$ cat src/rtl/sdram_arbiter.sv
// Three-port arbiter in front of sdramburst: video, mmu and aux share one SDRAM
// burst engine. Fixed priority with a starvation guard so video cannot lock out the others.
module sdram_arbiter #(
  parameter int AW           = 32,
  parameter int DW           = 16,
  parameter int BLW          = 1,
  parameter int STARVE_LIMIT = 4
) (
  input  logic                 clk,
  input  logic                 reset,
  input  logic [2:0]           req,
  input  logic [2:0]           rw,
  input  logic [3*AW-1:0]      address,
  input  logic [3*DW-1:0]      write_data,
  input  logic [3*BLW-1:0]     burst_len,
  output logic [2:0]           grant,
  output logic [2:0]           bursting,
  output logic [DW-1:0]        read_data,
  output logic [AW-1:0]        sd_address,
  output logic                 sd_rw_req,
  output logic                 sd_rw,
  output logic [DW-1:0]        sd_write_data,
  output logic [BLW-1:0]       sd_burst_len,
  input  logic [DW-1:0]        sd_read_data,
  input  logic                 sd_bursting
);

  localparam int SW = $clog2(STARVE_LIMIT + 1);
  localparam logic [SW-1:0] STARVE_MAX = SW'(STARVE_LIMIT);

  typedef enum logic [1:0] {IDLE, ISSUE, BURST, RELEASE} state_t;

  state_t          state_reg, state_next;
  logic [1:0]      owner_reg, owner_next;
  logic [2:0]      grant_reg, grant_next;
  logic            sd_rw_req_reg, sd_rw_req_next;
  logic [SW-1:0]   starve_reg, starve_next;

  logic            starve_hit;
  logic [1:0]      win_idx;
  logic            owner_req;

  always_comb begin
    unique case (owner_reg)
      2'd0:    owner_req = req[0];
      2'd1:    owner_req = req[1];
      default: owner_req = req[2];
    endcase
  end

  // Once video has been granted STARVE_LIMIT times over a waiting port, the waiter wins.
  always_comb begin
    starve_hit = (starve_reg == STARVE_MAX) && (req[1] || req[2]);
    if (starve_hit)  win_idx = req[1] ? 2'd1 : 2'd2;
    else if (req[0]) win_idx = 2'd0;
    else if (req[1]) win_idx = 2'd1;
    else             win_idx = 2'd2;
  end

  always_ff @(posedge clk) begin
    if (reset) begin
      state_reg     <= IDLE;
      owner_reg     <= 2'd0;
      grant_reg     <= 3'b000;
      sd_rw_req_reg <= 1'b0;
      starve_reg    <= '0;
    end else begin
      state_reg     <= state_next;
      owner_reg     <= owner_next;
      grant_reg     <= grant_next;
      sd_rw_req_reg <= sd_rw_req_next;
      starve_reg    <= starve_next;
    end
  end

  always_comb begin
    state_next = state_reg;
    unique case (state_reg)
      IDLE:    if (|req) state_next = ISSUE;
      ISSUE: begin
        if (sd_bursting)     state_next = BURST;
        else if (!owner_req) state_next = IDLE;
      end
      BURST:   if (!sd_bursting) state_next = RELEASE;
      RELEASE: state_next = IDLE;
    endcase
  end

  always_comb begin
    owner_next     = owner_reg;
    grant_next     = grant_reg;
    sd_rw_req_next = sd_rw_req_reg;
    starve_next    = starve_reg;
    unique case (state_reg)
      IDLE: begin
        if (|req) begin
          owner_next     = win_idx;
          grant_next     = 3'b001 << win_idx;
          sd_rw_req_next = 1'b1;
          if (win_idx != 2'd0)
            starve_next = '0;
          else if ((req[1] || req[2]) && (starve_reg != STARVE_MAX))
            starve_next = starve_reg + SW'(1);
        end
      end
      ISSUE: begin
        sd_rw_req_next = owner_req;
        if (!sd_bursting && !owner_req) grant_next = 3'b000;
      end
      BURST: begin
        sd_rw_req_next = owner_req;
        if (!sd_bursting) begin
          grant_next     = 3'b000;
          sd_rw_req_next = 1'b0;
        end
      end
      RELEASE: begin
        grant_next     = 3'b000;
        sd_rw_req_next = 1'b0;
      end
    endcase
  end

  // Grant is one-hot, so an AND-OR mux selects the owner's slice and yields 0 when idle.
  logic [AW-1:0]  addr_sel [3];
  logic [DW-1:0]  wd_sel   [3];
  logic [BLW-1:0] bl_sel   [3];

  for (genvar gi = 0; gi < 3; gi++) begin : g_port
    assign addr_sel[gi] = grant_reg[gi] ? address[gi*AW +: AW]      : '0;
    assign wd_sel[gi]   = grant_reg[gi] ? write_data[gi*DW +: DW]   : '0;
    assign bl_sel[gi]   = grant_reg[gi] ? burst_len[gi*BLW +: BLW]  : '0;
  end

  assign sd_address    = addr_sel[0] | addr_sel[1] | addr_sel[2];
  assign sd_write_data = wd_sel[0]   | wd_sel[1]   | wd_sel[2];
  assign sd_burst_len  = bl_sel[0]   | bl_sel[1]   | bl_sel[2];

  // Video is read-only, so its direction bit is masked out.
  assign sd_rw     = |(rw & grant_reg & 3'b110);
  assign bursting  = grant_reg & {3{sd_bursting}};
  assign read_data = sd_read_data;
  assign grant     = grant_reg;
  assign sd_rw_req = sd_rw_req_reg;

endmodule
$ cat config.mk
export PLATFORM = sky130hd
export DESIGN_NAME = sdram_arbiter
export DESIGN_NICKNAME = d
export VERILOG_FILES = /design/src/rtl/sdram_arbiter.sv
export SDC_FILE = /design/constraint.sdc
export NUM_CORES = 1
export LEC_CHECK = 0
export ABC_AREA = 1
export BUFFER_PORTS_ARGS = -buffer_cell sky130_fd_sc_hd__buf_2
export CORE_AREA = 2 2 95 97
export CTS_BUF_LIST = sky130_fd_sc_hd__clkbuf_8
export DETAILED_ROUTE_END_ITERATION = 10
export DIE_AREA = 0 0 97 99
export PLACE_DENSITY = 0.67
export SLEW_MARGIN = 25
export SYNTH_ARGS = -nofsm -noshare
export SYNTH_HDL_FRONTEND = slang
export SYNTH_SLANG_ARGS = --single-unit
$ cat constraint.sdc
create_clock -name clk -period 1.5 [get_ports clk]
set_input_delay 0.075 -clock clk [delete_from_list [all_inputs] [get_ports clk]]
set_output_delay 0.075 -clock clk [all_outputs]
set_load 0.02 [all_outputs]
* Yosys cells after proc, flatten, opt, wreduce, memory -nomap -nowiden *
Cells that the tools add are included.
Widths: inputs -> output; s select.

word-level totals
  logic and storage cells = 68
  bits in registers = 11
  output and inout port bits = 73

operators by class
  reductions and logical operators = 16
  eq/ne operators = 10
  add/sub/neg operators = 1
  multiplexer cells = 27
  shifts and indexed selects = 1
  bitwise logic cells = 8

operators with widths
  operator             number
  $mux 32              3
  $or 32x32->32        2
  $mux 16              3
  $or 16x16->16        2
  $mux 3               5
  $mux 2               7
  $pmux 3 s4           1
  $reduce_and 3->1     3
  $pmux 2 s4           1
  $and 3x3->3          2
  $ne 2x2->1 const B   3
  $ne 3x3->1 const B   2
  $mux 1               5
  $eq 2x1->1 const B   2
  $eq 2x2->1 const B   2
  $logic_not 2->1      2
  $pmux 1 s4           1
  $reduce_bool 2->1    2
  $add 3x1->3 const B  1
  $eq 3x3->1 const B   1
  $logic_and 1x1->1    3
  $reduce_or 3->1      1
  $shl 1x2->3 const A  1
  $logic_not 1->1      2
  other kinds (5)      6

* Depth between registers and ports, before layout *
  depth after elaboration = 6
  depth in mapped cells = 11

* Least setup slack after synthesis *
OpenSTA, ideal clock, no wires.

  path kind = reg-to-output
  from = reg grant_reg[1] (netlist: grant[1])
  to = out sd_address[0]
  data required time = 1.425 ns
  slack = 0.231 ns
  arrival time = 1.194 ns
  path buffers = 2
  stages on the path, launching flop included = 5
  cells stage by stage = dfxtp_1 clkbuf_1 clkbuf_1 nand2_1 nand3_1

on the way
  word-level cells in the longest chain between the ends = 3

RTL lines
  element                     RTL line  text
  start: declaration          35        logic [2:0] grant_reg, grant_next;
  start signal: assignment    70        grant_reg <= grant_next;
  $mux 32                     130       assign addr_sel[gi] = grant_reg[gi] ? address[gi*AW +: AW] : '0;
  $or 32x32->32 (2 in a row)  135       assign sd_address = addr_sel[0] | addr_sel[1] | addr_sel[2];
  end: declaration            19        output logic [AW-1:0] sd_address,

Every way passes these cells.

* Worst setup path after layout *
  from = reg grant_reg[2] (netlist: grant[2])
  to = out sd_rw

on the way
  word-level cells in the longest chain between the ends = 2

RTL lines
  element           RTL line  text
  $and 3x3->3       140       assign sd_rw = |(rw & grant_reg & 3'b110);
  $reduce_or 2->1   140
  end: declaration  21        output logic sd_rw,

Every way passes these cells.

==> key figures <==
Outcome
  – Status: complete, no violations

Synthesis
  – Register bit total from synthesis: 11
  – Synth cell types: 21
  – Syn Inst Count: 329
  – Seq/Total Area, Yosys: 0.135
  – Top cell type by total area after synthesis: nand2_1
  – Async set or reset register ratio after synthesis: 0
  – Syn Area/Cell: 4.96 um2
  – Syn nets: 503
  – Cell Area, Synth: 0.00163 mm2
  – Main synth FF type: dfxtp_1
  – Largest cells by area after synthesis: nand2_1 (40%), nand3_1 (17%), dfxtp_1 (13%)
  – Yosys Warn Count: 0
  – Area share of the largest cell type after synthesis: 0.402
  – Post-synth EDFFs: 0
  – Most frequent cell after synthesis: nand2_1
  – Synth top cells by count: nand2_1 (175), nand3_1 (54), clkbuf_1 (18)

CTS
  – H-tree levels: 1
  – # resized after CTS: 0
  – Sink Count: 11
  – # hold bufs at CTS: 0
  – Post-CTS setup buffer count: 0
  – Root Buffer Master: clkbuf_8
  – TritonCTS Buffers: 3
  – Skew-Pair Late Insertion Delay: 240 ps
  – CTS tree: built
  – Longest Clk Path Bufs: 2
  – CTS clock-pin slew for the worst setup and hold paths: 50 ps

Route
  – Max layer used: met4
  – M1 WL: 2360 um
  – ANT nets after route: 0
  – DR vias: 2,689
  – Number of remaining DRC errors: 0
  – Via/cell ratio: 4.32
  – Routed wire length: 6350 um
  – Iteration-0 DRC Markers: 73
  – DR WL met2: 3270 um
  – Pre-Repair DR Iteration Count: 4
  – Routed wire per std cell: 10.2 um
  – Met3 wire length: 599 um

Critical path
  – Critical path, cell by cell: buf_4 -> a22o_1 -> buf_2
  – Reg-to-reg startpoint: starve_reg[0]
  – Critical-path top delay cell: dfxtp_2
  – CP endpoint kind: primary output
  – WS Path Type: reg -> out
  – WP data arrival: 1250 ps
  – CP startpoint: grant[2]
  – Worst Path Max Fanout: 29
  – Critical Path Start Type: flop
  – Critical path data required time: 1420 ps
  – Crit path buf inv count: 2
  – Slowest stage delay, CP: 320 ps
  – CP delay by family, top: buffers and inverters

Layout
  – Final net count: 690
  – FF/Latch Area: 224 um2
  – Area of the multi-input gates: 0.00116 mm2
  – Layout cells sized above 1: 0.449
  – Syn-to-layout area delta: 67.5%
  – Fill count: 940
  – Ant diodes: 0

Pwr
  – LEAKAGE: 1.67 nW
  – Worst VDD drop: 0.259 mV
  – Pwr Density: 770 mW/mm2

Placed design
  – Detailed placer's ending HPWL: 5360 um
  – Final GP Congestion: 0.849
  – Port buffer count: 211

Job
  – Maxcap violations: 0

Floorplanning
  – IO Pins: 245
  – Die X: 97 um
  – Num rows: 34
  – Die area: 0.00960 mm2
  – CORE AREA: 0.00855 mm2
  – Die Y-Extent: 99 um
  – Initial Util: 0.191

Timing
  – Final setup violation count: 0
  – Min cycle time layout: 1330 ps
  – Fin Hold WS: 66.9 ps
  – Peak Freq: 0.752 GHz
  – Relative slew slack: 0.799
  – RSZ-0062 raised after global routing: false
  – Slew @ Worst Pin: 301 ps
  – Setup TNS: 0 ps
  – Part of the cycle the worst path needs: 0.887
  – Worst Clk Skew: 2.67 ps
  – Hold Violations, Final: 0
  – Max Slew Vio Count: 0

GRT
  – Largest net degree at the start of global routing: 53
  – First-pass GRT wire length: 10,300 um
  – Antenna violations before repair: 0
  – Overall routing resource usage: 0.123
  – Number of global-route vias before repair: 2,473
  – Remaining Overflow, GRT: 0

Hold path
  – Min-delay src: reset
  – HP Class: in -> reg
routing by layer:
layer,up-vias,global-route usage
li1,1389,-
met1,1125,0.135
met2,157,0.242
met3,18,0.0199
met4,0,0.0347
met5,-,0
logic make-up after synthesis:
group,Yosys count,synth area share
flip-flops,11,0.135
AO/OA/AOI/OAI,16,0.0536
XOR/XNOR,1,0.00536
buffers and inverters,50,0.152
adder cells (fa/ha/maj),2,0.0153
AND/OR/NAND/NOR,249,0.639
through the flow:
| step | total power [mW] | instance area (um2) | util | std cells | worst slack, ps |
|---|---|---|---|---|---|
| 3_5_place_dp | 1.83 | 2690 | 0.315 | 619 | 233 |
| 6_report | 2.11 | 2740 | 0.320 | 623 | 170 |
| 3_3_place_gp | 1.81 | 2690 | 0.315 | 619 | 280 |
| 2_1_floorplan | 1.30 | 1630 | - | 329 | 231 |
| 4_1_cts | 2.13 | 2740 | 0.320 | 623 | 151 |
| 5_1_grt | 2.29 | 2740 | 0.320 | 623 | 50.0 |
cell type report:
cell class	instances	area share
clock inverters	1	0.00137
clock buffers	3	0.0151
multi-input cells	268	0.426
inverters	16	0.0220
flip-flops and latches	11	0.0819
well taps	108	0.0494
repair buffers	216	0.404
power by group:
group | switching (mW) | internal, mW | leakage (nW)
Combinational | 0.919 | 0.546 | 1.55
Sequential | 0.0233 | 0.326 | 0.0917
Clock | 0.111 | 0.180 | 0.0269
placed cells by master (no fill, tap or decap), drive strengths merged:
cell type / synthesis / layout
clkbuf: 18 / 3
nand3: 56 / 56
and2: 1 / 1
o211ai: 1 / 1
a21oi: 9 / 9
nand2: 177 / 177
o21ai: 4 / 4
xor2: 1 / 1
nor2: 14 / 14
o22ai: 1 / 1
nor3: 1 / 1
buf: 16 / 216
dfxtp: 11 / 11
inv: 16 / 17
a22o: 1 / 1
ha: 2 / 2
path summary, 6_finish.rpt:
check	endpoint	depth (start not counted)	slack, ps
hold reg to reg	starve_reg[0]	2	490
setup reg to reg	starve_reg[2]	7	220
setup / recovery	sd_rw	3	170
hold / removal	flop	2	70
worst register-to-register path, cell delays in order, from the launching register on:
cell and delay, ps:
dfxtp_1 320, inv_1 80, ha_1 140, nand2_1 60, nor2_1 180, nor2_1 80, o21ai_1 220, nor2_1 70
Power figures use the tool's default switching activity.
